File: src/rtl/if_prefetch_if.sv
// -----------------------------------------------------------------------------
// if_prefetch_if
// Bundle of the fetch stage's external signals.
//   jump_valid/jump_addr         : redirect request from execute
//   mem0_en/mem0_addr/mem0_data  : memory 0 (BIOS) synchronous read port
//   mem1_en/mem1_addr/mem1_data  : memory 1 (IMEM) synchronous read port
//   out_valid/out_ready          : valid/ready handshake towards decode
//   out_inst/out_pc/out_fault    : queue head payload
// The master modport is the fetch stage; the slave modport is its environment
// (execute, the two memories and decode).
// -----------------------------------------------------------------------------
interface if_prefetch_if #(
    parameter int MEM0_AW = 12,
    parameter int MEM1_AW = 14
);
    logic               jump_valid;
    logic [31:0]        jump_addr;
    logic               mem0_en;
    logic [MEM0_AW-1:0] mem0_addr;
    logic [31:0]        mem0_data;
    logic               mem1_en;
    logic [MEM1_AW-1:0] mem1_addr;
    logic [31:0]        mem1_data;
    logic               out_valid;
    logic               out_ready;
    logic [31:0]        out_inst;
    logic [31:0]        out_pc;
    logic               out_fault;

    modport master (
        input  jump_valid, jump_addr, mem0_data, mem1_data, out_ready,
        output mem0_en, mem0_addr, mem1_en, mem1_addr,
               out_valid, out_inst, out_pc, out_fault
    );

    modport slave (
        output jump_valid, jump_addr, mem0_data, mem1_data, out_ready,
        input  mem0_en, mem0_addr, mem1_en, mem1_addr,
               out_valid, out_inst, out_pc, out_fault
    );
endinterface

File: src/rtl/if_prefetch.sv
// -----------------------------------------------------------------------------
// if_prefetch
// Instruction-fetch stage with a prefetch queue. Issues one aligned 32-bit
// fetch per cycle to one of two synchronous-read memories chosen by pc[31:28],
// buffers the returned words with their PC in a QUEUE_DEPTH-entry FIFO and
// presents the head to decode over valid/ready. A redirect empties the queue,
// discards the read returning that cycle and fetches the target at once.
// Ports:
//   clk  : core clock, all state on posedge
//   rst  : synchronous active-high reset
//   bus  : if_prefetch_if master (redirect, memory ports, decode handshake)
// -----------------------------------------------------------------------------
module if_prefetch #(
    parameter logic [31:0] RST_PC      = 32'h4000_0000,
    parameter int          QUEUE_DEPTH = 4,
    parameter logic [3:0]  MEM0_TAG    = 4'h4,
    parameter logic [3:0]  MEM1_TAG    = 4'h1,
    parameter int          MEM0_AW     = 12,
    parameter int          MEM1_AW     = 14
) (
    input  logic          clk,
    input  logic          rst,
    if_prefetch_if.master bus
);
    localparam int PW = $clog2(QUEUE_DEPTH);
    localparam int CW = PW + 1;

    typedef enum logic [1:0] {
        REGION_NONE = 2'd0,
        REGION_MEM0 = 2'd1,
        REGION_MEM1 = 2'd2
    } region_t;

    // Sequential fetch state
    logic [31:0] pc_reg;
    logic        infl_valid_reg;
    logic [31:0] infl_pc_reg;
    region_t     infl_region_reg;

    // Prefetch FIFO
    logic [31:0] fifo_inst [QUEUE_DEPTH];
    logic [31:0] fifo_pc   [QUEUE_DEPTH];
    logic        fifo_fault[QUEUE_DEPTH];
    logic [PW-1:0] rd_ptr_reg;
    logic [PW-1:0] wr_ptr_reg;
    logic [CW-1:0] count_reg;

    logic [31:0] fetch_pc;
    region_t     fetch_region;
    logic        credit_ok;
    logic        issue;
    logic        push;
    logic [31:0] push_inst;
    logic        push_fault;
    logic        head_valid;
    logic        pop;

    // Low address bits of the redirect target are dropped on purpose.
    logic unused_jump_bits;
    assign unused_jump_bits = &{1'b0, bus.jump_addr[1:0]};

    always_comb begin
        fetch_pc = pc_reg;
        if (rst) begin
            fetch_pc = RST_PC;
        end else if (bus.jump_valid) begin
            fetch_pc = {bus.jump_addr[31:2], 2'b00};
        end
    end

    always_comb begin
        fetch_region = REGION_NONE;
        if (fetch_pc[31:28] == MEM0_TAG) begin
            fetch_region = REGION_MEM0;
        end else if (fetch_pc[31:28] == MEM1_TAG) begin
            fetch_region = REGION_MEM1;
        end
    end

    // Credit counts queued entries plus the read still in flight, and does not
    // take a same-cycle pop into account, so a push can never hit a full FIFO.
    assign credit_ok = (count_reg + CW'(infl_valid_reg)) < CW'(QUEUE_DEPTH);
    assign issue     = !rst && (bus.jump_valid || credit_ok);

    assign bus.mem0_en   = issue && (fetch_region == REGION_MEM0);
    assign bus.mem1_en   = issue && (fetch_region == REGION_MEM1);
    assign bus.mem0_addr = fetch_pc[MEM0_AW+1:2];
    assign bus.mem1_addr = fetch_pc[MEM1_AW+1:2];

    // A redirect in the response cycle means the returning word is stale.
    assign push = infl_valid_reg && !bus.jump_valid && !rst;

    always_comb begin
        push_inst  = 32'h0;
        push_fault = 1'b0;
        case (infl_region_reg)
            REGION_MEM0: push_inst  = bus.mem0_data;
            REGION_MEM1: push_inst  = bus.mem1_data;
            default:     push_fault = 1'b1;
        endcase
    end

    assign head_valid    = (count_reg != '0);
    assign bus.out_valid = head_valid && !bus.jump_valid && !rst;
    assign pop           = bus.out_valid && bus.out_ready;

    assign bus.out_inst  = rst ? 32'h0 : fifo_inst[rd_ptr_reg];
    assign bus.out_pc    = rst ? 32'h0 : fifo_pc[rd_ptr_reg];
    assign bus.out_fault = rst ? 1'b0  : fifo_fault[rd_ptr_reg];

    always_ff @(posedge clk) begin
        if (rst) begin
            pc_reg          <= RST_PC;
            infl_valid_reg  <= 1'b0;
            infl_pc_reg     <= 32'h0;
            infl_region_reg <= REGION_NONE;
        end else if (issue) begin
            pc_reg          <= fetch_pc + 32'd4;
            infl_valid_reg  <= 1'b1;
            infl_pc_reg     <= fetch_pc;
            infl_region_reg <= fetch_region;
        end else begin
            infl_valid_reg  <= 1'b0;
        end
    end

    // FIFO storage carries no reset; occupancy is tracked by count_reg.
    always_ff @(posedge clk) begin
        if (push) begin
            fifo_inst[wr_ptr_reg]  <= push_inst;
            fifo_pc[wr_ptr_reg]    <= infl_pc_reg;
            fifo_fault[wr_ptr_reg] <= push_fault;
        end
    end

    always_ff @(posedge clk) begin
        if (rst || bus.jump_valid) begin
            rd_ptr_reg <= '0;
            wr_ptr_reg <= '0;
            count_reg  <= '0;
        end else begin
            if (push) begin
                wr_ptr_reg <= wr_ptr_reg + PW'(1);
            end
            if (pop) begin
                rd_ptr_reg <= rd_ptr_reg + PW'(1);
            end
            if (push && !pop) begin
                count_reg <= count_reg + CW'(1);
            end else if (!push && pop) begin
                count_reg <= count_reg - CW'(1);
            end
        end
    end
endmodule

File: src/flat_wrapper.sv
// flat-port wrapper written by rule: the top's interface ports become plain ports
module if_prefetch_flat 
#(
    parameter logic [31:0] RST_PC      = 32'h4000_0000,
    parameter int          QUEUE_DEPTH = 4,
    parameter logic [3:0]  MEM0_TAG    = 4'h4,
    parameter logic [3:0]  MEM1_TAG    = 4'h1,
    parameter int          MEM0_AW     = 12,
    parameter int          MEM1_AW     = 14
)
  (clk, rst, bus_jump_valid, bus_jump_addr, bus_mem0_data, bus_mem1_data, bus_out_ready, bus_mem0_en, bus_mem0_addr, bus_mem1_en, bus_mem1_addr, bus_out_valid, bus_out_inst, bus_out_pc, bus_out_fault);
  if_prefetch_if #(.MEM0_AW(MEM0_AW), .MEM1_AW(MEM1_AW)) bus_i ();
  input  logic clk;
  input  logic rst;
  input wire logic [$bits(bus_i.jump_valid)-1:0] bus_jump_valid;
  input wire logic [$bits(bus_i.jump_addr)-1:0] bus_jump_addr;
  input wire logic [$bits(bus_i.mem0_data)-1:0] bus_mem0_data;
  input wire logic [$bits(bus_i.mem1_data)-1:0] bus_mem1_data;
  input wire logic [$bits(bus_i.out_ready)-1:0] bus_out_ready;
  output wire logic [$bits(bus_i.mem0_en)-1:0] bus_mem0_en;
  output wire logic [$bits(bus_i.mem0_addr)-1:0] bus_mem0_addr;
  output wire logic [$bits(bus_i.mem1_en)-1:0] bus_mem1_en;
  output wire logic [$bits(bus_i.mem1_addr)-1:0] bus_mem1_addr;
  output wire logic [$bits(bus_i.out_valid)-1:0] bus_out_valid;
  output wire logic [$bits(bus_i.out_inst)-1:0] bus_out_inst;
  output wire logic [$bits(bus_i.out_pc)-1:0] bus_out_pc;
  output wire logic [$bits(bus_i.out_fault)-1:0] bus_out_fault;
  assign bus_i.jump_valid = bus_jump_valid;
  assign bus_i.jump_addr = bus_jump_addr;
  assign bus_i.mem0_data = bus_mem0_data;
  assign bus_i.mem1_data = bus_mem1_data;
  assign bus_i.out_ready = bus_out_ready;
  assign bus_mem0_en = bus_i.mem0_en;
  assign bus_mem0_addr = bus_i.mem0_addr;
  assign bus_mem1_en = bus_i.mem1_en;
  assign bus_mem1_addr = bus_i.mem1_addr;
  assign bus_out_valid = bus_i.out_valid;
  assign bus_out_inst = bus_i.out_inst;
  assign bus_out_pc = bus_i.out_pc;
  assign bus_out_fault = bus_i.out_fault;
  if_prefetch #(.RST_PC(RST_PC), .QUEUE_DEPTH(QUEUE_DEPTH), .MEM0_TAG(MEM0_TAG), .MEM1_TAG(MEM1_TAG), .MEM0_AW(MEM0_AW), .MEM1_AW(MEM1_AW)) u_core (.clk(clk), .rst(rst), .bus(bus_i));
endmodule
File: config.mk
export PLATFORM = sky130hd
export DESIGN_NAME = if_prefetch_flat
export DESIGN_NICKNAME = d
export VERILOG_FILES = /design/src/rtl/if_prefetch_if.sv /design/src/rtl/if_prefetch.sv /design/src/flat_wrapper.sv
export SDC_FILE = /design/constraint.sdc
export NUM_CORES = 1
export LEC_CHECK = 0
export CORE_ASPECT_RATIO = 0.8
export CORE_UTILIZATION = 50
export CTS_CLUSTER_SIZE = 25
export DETAILED_ROUTE_END_ITERATION = 10
export GPL_TIMING_DRIVEN = 0
export PLACE_DENSITY = 0.72
export SKIP_LAST_GASP = 1
export SLEW_MARGIN = 20
export SYNTH_ARGS = -nofsm -noshare
export SYNTH_HDL_FRONTEND = slang
export SYNTH_SLANG_ARGS = --single-unit
export TNS_END_PERCENT = 50
File: constraint.sdc
create_clock -name clk -period 5.2 [get_ports clk]
set_clock_uncertainty 0.1 [all_clocks]
set_input_delay 0.78 -clock clk [delete_from_list [all_inputs] [get_ports clk]]
set_output_delay 0.78 -clock clk [all_outputs]
set_load 0.05 [all_outputs]
==> impl_metrics.env, run 1 <==
export IMPL_status="finished, final reports clean"
export IMPL_ys_types=63
export IMPL_die_h_um=154
export IMPL_drive_gt1_share_pct=15.4
export IMPL_synth_cell_area_mm2=0.0144
export IMPL_cp_slowest_cell="clkdlybuf4s50_1"
export IMPL_yosysWarningCount=0
export IMPL_drt_iter0_drc=783
export IMPL_regMostFlops="u_core.fifo_inst"
export IMPL_fmax_mhz=196
export IMPL_cts_hold_buf=0
export IMPL_relSlewSlack_pct=45.8
export IMPL_synth_top_area_share_pct=52.6
export IMPL_grt_use_total_pct=24.3
export IMPL_path_cells="clkdlybuf4s50_1, buf_2, buf_2, buf_2, clkbuf_1, nor2b_1, clkdlybuf4s50_1"
export IMPL_reg_largest_list="u_core.fifo_inst x128, u_core.fifo_pc x120"
export IMPL_r2r_setup_slack_ns=2.36
export IMPL_drc_errors=0
export IMPL_cp_num_buf_inv=6
export IMPL_clock_path_buffers=3
export IMPL_ioPinCount=194
export IMPL_r2r_end="u_core.pc_reg[22]"
export IMPL_grt_max_degree=49
export IMPL_cp_end_kind="output port"
export IMPL_rsz0062_at_grt="false"
export IMPL_yosysSeqAreaShare_pct=62.6
export IMPL_finalCriticalPeriod_ns=5.10
export IMPL_fp_dieW_um=192
export IMPL_final_cell_area_mm2=0.0179
export IMPL_grt_pass1_vias=9374
export IMPL_worst_path_dominant_cell_family="buffers and inverters"
export IMPL_synthCells=1021
export IMPL_clk_pin_slew_ns=0.07
export IMPL_area_growth_pct=24.2
export IMPL_r2r_worst_path_cells=9
export IMPL_core_area_mm2=0.0283
export IMPL_grt_pass1_wl_mm=54.4
export IMPL_numCtsBuffers=30
export IMPL_layout_commonest_cell="edfxtp_1"
export IMPL_power_mw=5.59
export IMPL_critical_path_required_ns=4.32
export IMPL_dp_cells=1584
export IMPL_grt_overflow=0
export IMPL_cp_arrival_ns=4.22
export IMPL_finalWirelength_mm=35.1
export IMPL_final_max_slew_viol_count=0
export IMPL_cts_tree="done"
export IMPL_final_cell_mix="edfxtp_1, clkdlybuf4s50_1, nor2_1"
export IMPL_ys_async_sr_fraction_pct=0
export IMPL_synth_top_area_cell="edfxtp_1"
export IMPL_final_antenna_net_count=0
export IMPL_initial_utilization_pct=50.9
export IMPL_holdPathEnd="u_core.pc_reg[30]"
export IMPL_cts_sinks=324
export IMPL_clock_insertion_delay_worst_skew_ns=0.56
export IMPL_gp_congestion=0.925
export IMPL_largest_reg_flops=128
export IMPL_n_fill_cell=2130
export IMPL_power_leakage_nw=6.11
export IMPL_wire_per_inst_um=21.4
export IMPL_viasPerCell=5.72
export IMPL_cap_violations=0
export IMPL_synthFlopType="edfxtp_1"
export IMPL_worstMarginPinSlew_ns=0.813
export IMPL_finalNetCount=1354
export IMPL_hpwl_mm=24.7
export IMPL_cp_start_kind="input port"
export IMPL_finalSetupViolCount=0
export IMPL_hold_viol=0
export IMPL_r2r_start="u_core.pc_reg[3]"
export IMPL_vias=9371
export IMPL_ys_ff_latch=324
export IMPL_hp_class="flop to flop"
export IMPL_portBuffers=188
export IMPL_first_pass_iters=5
export IMPL_slowest_delay_ns=0.76
export IMPL_seq_area_mm2=0.00901
export IMPL_critPathKind="input port to output port"
export IMPL_vdd_drop_max_mv=0.274
export IMPL_dpl_cell_area_mm2=0.0169
export IMPL_setup_tns_ns=0
export IMPL_ctsRootBufferMaster="clkbuf_16"
export IMPL_cp_max_fo=19
export IMPL_synth_area_leaders="edfxtp_1, dfxtp_1, mux4_2"
export IMPL_worstHoldStart="u_core.pc_reg[30]"
export IMPL_antenna_found_initial=0
export IMPL_fin_util_pct=63.2
export IMPL_power_density_mw_per_mm2=313
export IMPL_path_common_cell="buf_2"
export IMPL_synth_edf_count=252
export IMPL_fin_cells=1639
export IMPL_dieArea_mm2=0.0295
export IMPL_avgSynthCellArea_um2=14.1
export IMPL_multi_input_area_mm2=0.00486
export IMPL_finalCritPeriodShare_pct=98.0
export IMPL_rows=55
export IMPL_n_antenna_cell=0
export IMPL_h_tree_depth=1
export IMPL_hold_depth=2
## stage by stage
stage	hold slack, ns	setup slack [ns]
finish	0.381	0.102
detailed placement	0.357	-0.247
global route	0.406	0.0146
global placement	0.348	-0.889
floorplan	0.336	1.26
CTS	0.376	0.0566
## logic make-up after synthesis
logic type | after synthesis | share of synthesized area [%]
muxes | 95 | 12.1
buffers and inverters | 100 | 3.79
adders and majority gates | 9 | 0.835
and+or+nand+nor | 350 | 13.0
xor gates and xnor gates | 31 | 1.89
DFF | 324 | 62.6
other | 1 | 0.0261
AOI/OAI and AO/OA | 111 | 5.78
## what timing repair did
| item | 4_1_cts | 5_1_grt |
|---|---|---|
| buffers inserted | 0 | 0 |
| gates resized for setup | 2 | 2 |
| pin swaps | 0 | 0 |
| endpoints found under the setup margin | 26 | 21 |
## cells in the mapped netlist, types with 2 or more instances
library cell / n
nor3_1: 22
nor2b_1: 64
nor3_2: 2
buf_1: 6
mux4_2: 63
and2_1: 2
mux2i_1: 31
and3_1: 4
a311oi_1: 2
edfxtp_1: 252
a211oi_2: 2
nand2_1: 75
o21ai_0: 8
nand3b_1: 26
or3_1: 4
nand2b_1: 2
clkbuf_1: 37
nor2_1: 101
a211oi_4: 2
buf_6: 5
a21o_1: 2
nand4_1: 5
nor4_1: 5
buf_4: 31
inv_1: 7
ha_1: 8
a21oi_1: 24
nor4_2: 3
a211oi_1: 20
a22oi_1: 34
dfxtp_1: 72
o21a_1: 5
nand3b_4: 3
nand4b_1: 4
xor2_1: 12
xnor2_1: 19
buf_2: 13
nand3_1: 19
## worst max path at each step
stage / from / endpoint / depth (start not counted)
finish: rst / bus_out_pc[30] / 7
global route: rst / bus_out_pc[30] / 7
CTS: rst / bus_out_inst[30] / 7
detailed placement: rst / bus_mem1_addr[0] / 9
global placement: rst / u_core.fifo_pc[3][8] / 6
floorplan: bus_jump_valid / u_core.fifo_fault[0] / 8
## final cells by class
class                      count  area share, %
inverter                       8          0.168
multi-input combinational    598           27.2
buffer                        91           2.88
timing repair buffer         192           11.1
tap                          370           2.59
clock inverter                13          0.763
clock buffer                  43           4.93
sequential                   324           50.4
## routing by layer
| metal | vias to the layer above | global-route usage [%] | wire (um) |
|---|---|---|---|
| met5 | - | 0 | 0 |
| met4 | 0 | 6.12 | 721 |
| met3 | 48 | 3.52 | 2310 |
| met2 | 327 | 37.0 | 16100 |
| met1 | 4728 | 36.8 | 16000 |
| li1 | 4268 | - | - |
## power by group
| part | internal (mW) | switching, mW |
|---|---|---|
| clock network | 1.28 | 0.928 |
| logic | 0.208 | 0.301 |
| registers | 2.83 | 0.0421 |
| total | 4.32 | 1.27 |
## worst min-delay path, stage by stage, from the launching register on
cell	delay (ns)
dfxtp_1	0.33
a21oi_1	0.07
o21ai_2	0.05
(Power assumes the default switching activity.)
==> run 2: changes to the inputs <==
- REMOVE_ABC_BUFFERS: default -> 1
- SLEW_MARGIN: 20 -> 25
==> impl_metrics.env, run 2 (synthesized netlist as in run 1, its figures left out) <==
export IMPL_status="finished, final reports clean"
export IMPL_hold_depth=2
export IMPL_fin_util_pct=62.5
export IMPL_clock_insertion_delay_worst_skew_ns=0.51
export IMPL_p_int_mw=4.42
export IMPL_grt_overflow=0
export IMPL_vdd_drop_max_mv=0.235
export IMPL_grt_max_degree=118
export IMPL_finalSetupViolCount=0
export IMPL_final_antenna_net_count=0
export IMPL_final_cell_mix="edfxtp_1, clkdlybuf4s50_1, nor2_1"
export IMPL_rsz0062_at_grt="false"
export IMPL_cp_max_fo=16
export IMPL_finalWorstSetupSlack_ns=0.680
export IMPL_grt_pass1_wl_mm=47.1
export IMPL_antenna_found_initial=0
export IMPL_critPathLaunch="u_core.infl_valid_reg"
export IMPL_core_area_mm2=0.0283
export IMPL_cts_setup_buffers=0
export IMPL_viasPerCell=5.60
export IMPL_slowest_delay_ns=0.89
export IMPL_critPathKind="flop to output port"
export IMPL_h_tree_depth=2
export IMPL_clock_path_buffers=3
export IMPL_seq_area_mm2=0.00902
export IMPL_hold_viol=0
export IMPL_grt_use_total_pct=20.7
export IMPL_reg_largest_list="u_core.fifo_inst x128, u_core.fifo_pc x120"
export IMPL_initial_utilization_pct=50.9
export IMPL_relSlewSlack_pct=34.2
export IMPL_power_leakage_nw=5.93
export IMPL_cts_resized_gates=0
export IMPL_clkPwrFrac_pct=41.4
export IMPL_finalWirelength_mm=30.4
export IMPL_cp_start_kind="flop"
export IMPL_layout_commonest_cell="edfxtp_1"
export IMPL_swShare_pct=22.3
export IMPL_largest_reg_flops=128
export IMPL_clk_pin_slew_ns=0.06
export IMPL_cp_num_cells=5
export IMPL_power_frac_seq_pct=50.4
export IMPL_path_cells="nand3_1, xor2_2, nor2_4, nor3_1, clkdlybuf4s50_1"
export IMPL_fmax_mhz=221
export IMPL_post_place_ws_ns=0.947
export IMPL_final_max_slew_viol_count=0
export IMPL_wire_per_inst_um=19.5
export IMPL_portBuffers=189
export IMPL_finalCritPeriodShare_pct=86.9
export IMPL_worstHoldStart="u_core.pc_reg[30]"
export IMPL_cp_num_buf_inv=1
export IMPL_worst_path_dominant_cell_family="simple AND/OR/NAND/NOR gates"
export IMPL_regMostFlops="u_core.fifo_inst"
export IMPL_hp_class="flop to flop"
export IMPL_dieArea_mm2=0.0295
export IMPL_gp_congestion=0.779
export IMPL_cp_arrival_ns=3.64
export IMPL_hpwl_mm=19.1
export IMPL_cap_violations=0
export IMPL_cp_end_kind="output port"
export IMPL_numCtsBuffers=34
export IMPL_cts_sinks=324
export IMPL_worstMarginPinSlew_ns=0.986
export IMPL_drt_iter0_drc=708
export IMPL_multi_input_area_mm2=0.00489
export IMPL_finalNetCount=1276
export IMPL_critical_path_required_ns=4.32
export IMPL_cts_tree="done"
export IMPL_hold_ws_ns=0.369
export IMPL_combPwrFrac_pct=8.2
export IMPL_die_h_um=154
export IMPL_fp_dieW_um=192
export IMPL_drive_gt1_share_pct=13.6
export IMPL_r2r_worst_path_cells=9
export IMPL_ioPinCount=194
export IMPL_power_density_mw_per_mm2=322
export IMPL_r2r_start="u_core.pc_reg[3]"
export IMPL_n_fill_cell=2135
export IMPL_power_mw=5.69
export IMPL_vias=8730
export IMPL_grt_pass1_vias=8675
export IMPL_finalCriticalPeriod_ns=4.52
export IMPL_drc_errors=0
export IMPL_first_pass_iters=5
export IMPL_ctsRootBufferMaster="clkbuf_16"
export IMPL_area_growth_pct=22.8
export IMPL_n_antenna_cell=0
export IMPL_p_sw_mw=1.27
export IMPL_setup_tns_ns=0
export IMPL_cp_slowest_cell="clkdlybuf4s50_1"
export IMPL_cts_hold_buf=0
export IMPL_rows=55
run 2: area by class of cell:
type                       instances  area share [%]
clock buffer                      41            5.37
tap                              370            2.62
sequential                       324            51.0
timing repair buffer             201            12.3
inverter                           8           0.170
multi-input combinational        598            27.7
clock inverter                    17           0.814
run 2: final timing paths:
kind / to / slack, ns
worst max-delay path: bus_mem1_en / 0.68
worst min-delay path: u_core.pc_reg[30] / 0.37
worst max register to register: u_core.pc_reg[22] / 2.33
worst min register to register: u_core.pc_reg[30] / 0.37
run 2: power by group through the flow:
stage,sequential (mW),combinational [mW],clock (mW)
after floorplan,2.91,0.247,0
after global placement,2.92,0.463,0
after detailed placement,2.92,0.471,0
after CTS,2.87,0.474,2.40
after global routing,2.87,0.503,2.49
final,2.87,0.469,2.35
run 2: layer usage:
| layer | GRT usage, % | vias to the layer above | routed length, um |
|---|---|---|---|
| met5 | 0 | - | 0 |
| met4 | 5.18 | 0 | 529 |
| met3 | 3.24 | 44 | 1750 |
| met2 | 33.1 | 272 | 14400 |
| met1 | 29.7 | 4311 | 13800 |
| li1 | - | 4103 | - |
run 2: metrics by stage:
step / instance area, um^2 / cells
floorplan: 13900 / 930
global placement: 16200 / 1489
detailed placement: 16600 / 1501
CTS: 17700 / 1559
global route: 17700 / 1559
finish: 17700 / 1559
run 2: worst min-delay path: stages, from the launching register on:
cell	delay (ns)
dfxtp_1	0.32
a21oi_1	0.07
o21ai_2	0.05
